**src/rtl/dmem_arbiter_pkg.sv**
```systemverilog
// Shared types and constants for the two-port data-memory arbiter.
package dmem_arb_pkg;

  typedef enum logic [1:0] {
    IDLE   = 2'd0,
    ACCESS = 2'd1,
    RESP   = 2'd2
  } state_t;

  localparam logic PORT_CPU = 1'b0;
  localparam logic PORT_DBG = 1'b1;

  localparam int unsigned MEM_DEPTH_DEFAULT = 256;

endpackage

```
**src/rtl/dmem_arbiter_if.sv**
```systemverilog
// Requester ports (CPU and loader/debug) plus the data-memory pins, bundled.
interface dmem_arbiter_if #(
  parameter int unsigned ADDR_W = 16,
  parameter int unsigned DATA_W = 16
);
  logic              req0;
  logic              we0;
  logic [ADDR_W-1:0] addr0;
  logic [DATA_W-1:0] wdata0;
  logic              req1;
  logic              we1;
  logic [ADDR_W-1:0] addr1;
  logic [DATA_W-1:0] wdata1;

  logic              gnt0;
  logic              gnt1;
  logic              rvalid0;
  logic              rvalid1;
  logic [DATA_W-1:0] rdata0;
  logic [DATA_W-1:0] rdata1;
  logic              err0;
  logic              err1;

  logic [ADDR_W-1:0] mem_addr;
  logic [DATA_W-1:0] mem_wdata;
  logic              mem_read;
  logic              mem_write;
  logic [DATA_W-1:0] mem_rdata;

  // Arbiter side.
  modport slave (
    input  req0, we0, addr0, wdata0, req1, we1, addr1, wdata1, mem_rdata,
    output gnt0, gnt1, rvalid0, rvalid1, rdata0, rdata1, err0, err1,
           mem_addr, mem_wdata, mem_read, mem_write
  );

  // Requesters and memory side.
  modport master (
    output req0, we0, addr0, wdata0, req1, we1, addr1, wdata1, mem_rdata,
    input  gnt0, gnt1, rvalid0, rvalid1, rdata0, rdata1, err0, err1,
           mem_addr, mem_wdata, mem_read, mem_write
  );
endinterface

```
**src/rtl/dmem_arbiter_rr_arb2.sv**
```systemverilog
// Combinational two-way picker: round-robin on contention, or port 0 first when fixed_prio.
module rr_arb2
  import dmem_arb_pkg::*;
(
  input  logic [1:0] req,
  input  logic       last_winner,
  input  logic       fixed_prio,
  output logic       win_valid,
  output logic       win_idx
);

  always_comb begin
    win_valid = |req;
    win_idx   = PORT_CPU;
    if (req == 2'b10) begin
      win_idx = PORT_DBG;
    end else if (req == 2'b11) begin
      win_idx = fixed_prio ? PORT_CPU : ~last_winner;
    end
  end

endmodule

```
**src/rtl/dmem_arbiter.sv**
```systemverilog
// Two-port arbiter and access sequencer for the 16-bit data memory.
// Every memory-side pin is a flop so the level-sensitive write enable sees stable addr/data.
//
// state  | meaning
// IDLE   | no access in flight; arbitrate on every edge
// ACCESS | memory pins driven for the granted port; capture read data at the edge
// RESP   | rvalid/err/rdata presented; a pending request is arbitrated at the edge
module dmem_arbiter
  import dmem_arb_pkg::*;
#(
  parameter int unsigned ADDR_W     = 16,
  parameter int unsigned DATA_W     = 16,
  parameter int unsigned MEM_DEPTH  = MEM_DEPTH_DEFAULT,
  parameter bit          FIXED_PRIO = 1'b0
) (
  input  logic           clk,
  input  logic           rst_n,
  dmem_arbiter_if.slave  bus
);

  state_t state;
  logic   last_winner;
  logic   lat_idx;
  logic   lat_we;
  logic   lat_in_range;

  logic              win_valid;
  logic              win_idx;
  logic              sel_we;
  logic [ADDR_W-1:0] sel_addr;
  logic [DATA_W-1:0] sel_wdata;
  logic              sel_in_range;
  logic [DATA_W-1:0] rd_value;

  rr_arb2 u_rr_arb2 (
    .req         ({bus.req1, bus.req0}),
    .last_winner (last_winner),
    .fixed_prio  (FIXED_PRIO),
    .win_valid   (win_valid),
    .win_idx     (win_idx)
  );

  assign sel_we    = (win_idx == PORT_DBG) ? bus.we1    : bus.we0;
  assign sel_addr  = (win_idx == PORT_DBG) ? bus.addr1  : bus.addr0;
  assign sel_wdata = (win_idx == PORT_DBG) ? bus.wdata1 : bus.wdata0;

  // Full-width compare: high address bits must never alias into the implemented range.
  assign sel_in_range = (32'(sel_addr) < MEM_DEPTH);

  assign rd_value = (lat_in_range && !lat_we) ? bus.mem_rdata : '0;

  always_ff @(posedge clk or negedge rst_n) begin
    if (!rst_n) begin
      state         <= IDLE;
      last_winner   <= PORT_DBG;
      lat_idx       <= 1'b0;
      lat_we        <= 1'b0;
      lat_in_range  <= 1'b0;
      bus.gnt0      <= 1'b0;
      bus.gnt1      <= 1'b0;
      bus.rvalid0   <= 1'b0;
      bus.rvalid1   <= 1'b0;
      bus.rdata0    <= '0;
      bus.rdata1    <= '0;
      bus.err0      <= 1'b0;
      bus.err1      <= 1'b0;
      bus.mem_addr  <= '0;
      bus.mem_wdata <= '0;
      bus.mem_read  <= 1'b0;
      bus.mem_write <= 1'b0;
    end else begin
      bus.gnt0    <= 1'b0;
      bus.gnt1    <= 1'b0;
      bus.rvalid0 <= 1'b0;
      bus.rvalid1 <= 1'b0;
      bus.err0    <= 1'b0;
      bus.err1    <= 1'b0;
      bus.rdata0  <= '0;
      bus.rdata1  <= '0;

      case (state)
        IDLE, RESP: begin
          bus.mem_addr  <= '0;
          bus.mem_wdata <= '0;
          bus.mem_read  <= 1'b0;
          bus.mem_write <= 1'b0;
          if (win_valid) begin
            lat_idx      <= win_idx;
            lat_we       <= sel_we;
            lat_in_range <= sel_in_range;
            last_winner  <= win_idx;
            bus.gnt0     <= (win_idx == PORT_CPU);
            bus.gnt1     <= (win_idx == PORT_DBG);
            if (sel_in_range) begin
              bus.mem_addr  <= sel_addr;
              bus.mem_wdata <= sel_wdata;
              bus.mem_read  <= !sel_we;
              bus.mem_write <= sel_we;
            end
            state <= ACCESS;
          end else begin
            state <= IDLE;
          end
        end

        ACCESS: begin
          bus.mem_addr  <= '0;
          bus.mem_wdata <= '0;
          bus.mem_read  <= 1'b0;
          bus.mem_write <= 1'b0;
          if (lat_idx == PORT_DBG) begin
            bus.rvalid1 <= 1'b1;
            bus.err1    <= !lat_in_range;
            bus.rdata1  <= rd_value;
          end else begin
            bus.rvalid0 <= 1'b1;
            bus.err0    <= !lat_in_range;
            bus.rdata0  <= rd_value;
          end
          state <= RESP;
        end

        default: state <= IDLE;
      endcase
    end
  end

endmodule

```
**src/flat_wrapper.sv**
```systemverilog
// flat-port wrapper written by rule: the top's interface ports become plain ports
module dmem_arbiter_flat import dmem_arb_pkg::*;
#(
  parameter int unsigned ADDR_W     = 16,
  parameter int unsigned DATA_W     = 16,
  parameter int unsigned MEM_DEPTH  = MEM_DEPTH_DEFAULT,
  parameter bit          FIXED_PRIO = 1'b0
)
  (clk, rst_n, bus_req0, bus_we0, bus_addr0, bus_wdata0, bus_req1, bus_we1, bus_addr1, bus_wdata1, bus_mem_rdata, bus_gnt0, bus_gnt1, bus_rvalid0, bus_rvalid1, bus_rdata0, bus_rdata1, bus_err0, bus_err1, bus_mem_addr, bus_mem_wdata, bus_mem_read, bus_mem_write);
  dmem_arbiter_if #(.ADDR_W(ADDR_W), .DATA_W(DATA_W)) bus_i ();
  input  logic clk;
  input  logic rst_n;
  input wire logic [$bits(bus_i.req0)-1:0] bus_req0;
  input wire logic [$bits(bus_i.we0)-1:0] bus_we0;
  input wire logic [$bits(bus_i.addr0)-1:0] bus_addr0;
  input wire logic [$bits(bus_i.wdata0)-1:0] bus_wdata0;
  input wire logic [$bits(bus_i.req1)-1:0] bus_req1;
  input wire logic [$bits(bus_i.we1)-1:0] bus_we1;
  input wire logic [$bits(bus_i.addr1)-1:0] bus_addr1;
  input wire logic [$bits(bus_i.wdata1)-1:0] bus_wdata1;
  input wire logic [$bits(bus_i.mem_rdata)-1:0] bus_mem_rdata;
  output wire logic [$bits(bus_i.gnt0)-1:0] bus_gnt0;
  output wire logic [$bits(bus_i.gnt1)-1:0] bus_gnt1;
  output wire logic [$bits(bus_i.rvalid0)-1:0] bus_rvalid0;
  output wire logic [$bits(bus_i.rvalid1)-1:0] bus_rvalid1;
  output wire logic [$bits(bus_i.rdata0)-1:0] bus_rdata0;
  output wire logic [$bits(bus_i.rdata1)-1:0] bus_rdata1;
  output wire logic [$bits(bus_i.err0)-1:0] bus_err0;
  output wire logic [$bits(bus_i.err1)-1:0] bus_err1;
  output wire logic [$bits(bus_i.mem_addr)-1:0] bus_mem_addr;
  output wire logic [$bits(bus_i.mem_wdata)-1:0] bus_mem_wdata;
  output wire logic [$bits(bus_i.mem_read)-1:0] bus_mem_read;
  output wire logic [$bits(bus_i.mem_write)-1:0] bus_mem_write;
  assign bus_i.req0 = bus_req0;
  assign bus_i.we0 = bus_we0;
  assign bus_i.addr0 = bus_addr0;
  assign bus_i.wdata0 = bus_wdata0;
  assign bus_i.req1 = bus_req1;
  assign bus_i.we1 = bus_we1;
  assign bus_i.addr1 = bus_addr1;
  assign bus_i.wdata1 = bus_wdata1;
  assign bus_i.mem_rdata = bus_mem_rdata;
  assign bus_gnt0 = bus_i.gnt0;
  assign bus_gnt1 = bus_i.gnt1;
  assign bus_rvalid0 = bus_i.rvalid0;
  assign bus_rvalid1 = bus_i.rvalid1;
  assign bus_rdata0 = bus_i.rdata0;
  assign bus_rdata1 = bus_i.rdata1;
  assign bus_err0 = bus_i.err0;
  assign bus_err1 = bus_i.err1;
  assign bus_mem_addr = bus_i.mem_addr;
  assign bus_mem_wdata = bus_i.mem_wdata;
  assign bus_mem_read = bus_i.mem_read;
  assign bus_mem_write = bus_i.mem_write;
  dmem_arbiter #(.ADDR_W(ADDR_W), .DATA_W(DATA_W), .MEM_DEPTH(MEM_DEPTH), .FIXED_PRIO(FIXED_PRIO)) u_core (.clk(clk), .rst_n(rst_n), .bus(bus_i));
endmodule
```
**config.mk**
```make
export PLATFORM = sky130hd
export DESIGN_NAME = dmem_arbiter_flat
export DESIGN_NICKNAME = d
export VERILOG_FILES = /design/src/rtl/dmem_arbiter_pkg.sv /design/src/rtl/dmem_arbiter_if.sv /design/src/rtl/dmem_arbiter_rr_arb2.sv /design/src/rtl/dmem_arbiter.sv /design/src/flat_wrapper.sv
export SDC_FILE = /design/constraint.sdc
export NUM_CORES = 1
export LEC_CHECK = 0
export ABC_AREA = 1
export BUFFER_PORTS_ARGS = -buffer_cell sky130_fd_sc_hd__buf_2
export CAP_MARGIN = 20
export CORE_ASPECT_RATIO = 1.25
export CORE_MARGIN = 3
export CORE_UTILIZATION = 49
export CTS_CLUSTER_DIAMETER = 150
export DETAILED_ROUTE_END_ITERATION = 16
export PLACE_DENSITY = 0.95
export SLEW_MARGIN = 20
export SYNTH_ARGS = -nofsm -noshare
export SYNTH_HDL_FRONTEND = slang
export SYNTH_SLANG_ARGS = --single-unit
```
**constraint.sdc**
```tcl
create_clock -name clk -period 4.4 [get_ports clk]
set_clock_uncertainty 0.2 [all_clocks]
set_input_delay 0.88 -clock clk [delete_from_list [all_inputs] [get_ports clk]]
set_output_delay 0.88 -clock clk [all_outputs]
set_load 0.03 [all_outputs]
```
==> qor.yml <==
status: "finished clean"
startpoint_type: "input pin"
fp.coreArea_sq_um: 6330
synth_area_sq_um: 3260
grt_pass1_vias: 2861
cts_sinks: 78
grt_max_degree: 79
cts_root_buf: "clkbuf_8"
irDropWorstVdd_v: 0.000171
cts_tree: "yes"
cts-buffers-inserted: 9
yosysTopAreaCell: "dfrtp_1"
clk_pin_slew_ns: 0.08
via_per_inst: 4.67
p_sw_share_pct: 24.8
fin_nets: 596
async_reset_ff_share_pct: 100
setup_violations: 0
path_class: "in -> reg"
fin_tns_setup_ns: 0
synth_warnings: 0
power.share.sequential_pct: 49.2
htree_levels: 3
drt_pass1_iterations: 4
yosysUniqueCellTypes: 22
antenna_found_initial: 0
grt_pass1_wl_um: 12800
relSlewSlack_pct: 37.9
p_leak_nw: 2.53
drive_above_1_share_pct: 41.1
cp.arrival_ns: 2.19
port_buffers: 157
multi_input_area_sq_um: 1130
synth-edff-count: 0
fmax_mhz: 471
cts_max_path_buffers: 2
max_slew.worst_pin.slew_ns: 0.932
drt_iter0_markers: 105
layout.area.seq_sq_um: 1950
antenna_cells: 0
fin_crit_ns: 2.12
rsz0062_at_grt: "false"
ff2ff_setup_slack_ns: 2.44
hold_viol: 0
num_rows: 32
synthTopCellsByArea: "dfrtp_1 (59%), nand2_1 (17%), nand3_2 (6.1%)"
p_int_mw: 1.13
hold_path.class: "reg -> reg"
endpoint_kind: "flop"
syn-num-nets: 442
insertion_delay_ns: 0.33
yosys.cell_count.top_type: "nand2_1"
wl_per_cell_um: 13.0
start_util_pct: 51.5
avgSynthCellArea_sq_um: 9.16
worstPathRequired_ns: 4.46
p_sw_uw: 374
nFillCells: 521
p_total_mw: 1.51
ys_ff_latch: 78
die_h_um: 97.2
syn_inst: 356
grt_overflow: 0
die_x_um: 79.0
period_share_pct: 48.3
cts_setup_buffers: 0
synthTopCellsByCount: "nand2_1 (148), dfrtp_1 (77), nor2_1 (53), nand3_2 (20), inv_1 (14)"
netlist.area_leader.share_pct: 59.1
hold_buffers: 0
slew_violations: 0
drv_cap: 0
dp_hpwl_um: 5640
drc: 0
place.gp.congestion: 0.687
drt_wl_total_um: 7760
p_per_area_nw_per_um2: 353
p_clk_share_pct: 38.5
synth.yosys.seq_area_share_pct: 59.9
ctsResizeCount: 0
ys.flop_type: "dfrtp_1"
vias: 2796
critPathMaxFanout: 28
ioPinCount: 158
combPwrFrac_pct: 12.3
grtUsageTotal_pct: 21.3
ant_nets: 0
syn2layout_area_growth_pct: 31.1
dieArea_sq_um: 7670
[worst paths after layout]
check / startpoint / to / depth (start not counted)
worst max-delay path: bus_req0 / u_core.bus.mem_addr[5] / 8
worst min-delay path: u_core.lat_idx / u_core.bus.rvalid0 / 1
worst max register to register: u_core.last_winner / u_core.bus.mem_addr[5] / 8
worst min register to register: u_core.lat_idx / u_core.bus.rvalid0 / 1
max in group asynchronous: rst_n / u_core.bus.rdata0[1] / 1
min in group asynchronous: rst_n / u_core.bus.rdata0[8] / 1
[flip-flops by register name, indices dropped and copies added, names as in the netlist, 2 cells and up]
register              flops
u_core.bus.mem_wdata     16
u_core.bus.mem_addr      16
u_core.bus.rdata1        16
u_core.bus.rdata0        16
u_core.state              2
[per-stage QoR]
| stage | std cells | utilization [%] | setup slack (ns) | hold WS [ns] | instance area [sq um] |
|---|---|---|---|---|---|
| 2_1_floorplan | 356 | - | 2.53 | 0.225 | 3260 |
| 3_3_place_gp | 584 | 64.0 | 1.89 | 0.230 | 4050 |
| 3_5_place_dp | 584 | 64.0 | 1.95 | 0.235 | 4050 |
| 4_1_cts | 599 | 67.5 | 2.28 | 0.245 | 4270 |
| 5_1_grt | 599 | 67.5 | 2.16 | 0.260 | 4270 |
| 6_report | 599 | 67.5 | 2.28 | 0.244 | 4270 |
[worst max-delay path: stages]
cell and delay, ns:
buf_2 0.12, nand2_2 0.07, nand2_4 0.19, inv_4 0.32, nand2_2 0.15, nand2_8 0.23, nand3_1 0.11, nand2_1 0.10
[power groups by stage]
| stage | Sequential [mW] | Clock (mW) | Combinational [mW] |
|---|---|---|---|
| after floorplan | 0.770 | 0 | 0.0970 |
| after global placement | 0.756 | 0 | 0.182 |
| after detailed placement | 0.756 | 0 | 0.187 |
| after CTS | 0.742 | 0.595 | 0.188 |
| after global routing | 0.744 | 0.633 | 0.208 |
| final | 0.742 | 0.580 | 0.186 |
[kinds of logic (layout without fill, tap and decap cells)]
family	Yosys count	in the layout	share of synthesized area, %
compound gates	5	5	0.883
buf+inv	34	192	5.53
flops	78	78	59.9
simple gates	239	239	33.7
[layout by cell type, fill, tap and decap left out, types with 2 or more instances in the layout]
| cell type | synthesis | final |
|---|---|---|
| nand2_2 | 3 | 3 |
| nand3_2 | 20 | 20 |
| nor2_2 | 4 | 4 |
| nor2_1 | 53 | 53 |
| buf_2 | 8 | 156 |
| nand2_1 | 148 | 148 |
| nand2_4 | 2 | 2 |
| bufinv_16 | 0 | 2 |
| inv_1 | 14 | 13 |
| clkbuf_8 | 0 | 11 |
| o21ai_0 | 4 | 4 |
| clkinv_2 | 0 | 2 |
| inv_2 | 4 | 5 |
| nand3_1 | 6 | 6 |
| dfrtp_1 | 77 | 77 |
[final cells by class]
class	instances	area share, %
clock buffers	11	3.54
clock inverters	4	1.64
inverters	20	1.82
multi-input cells	244	26.4
flip-flops and latches	78	45.7
well taps	85	2.49
repair buffers	157	18.4
[per-layer routing]
metal | share of wire [%] | track usage (%) | routed length [um] | vias to the layer above
li1 | - | - | - | 1380
met1 | 38 | 24.2 | 2980 | 1294
met2 | 53 | 37.9 | 4140 | 110
met3 | 6.5 | 3.62 | 505 | 12
met4 | 1.8 | 10.4 | 142 | 0
met5 | 0 | 0 | 0 | -
(Power assumes the default switching activity.)
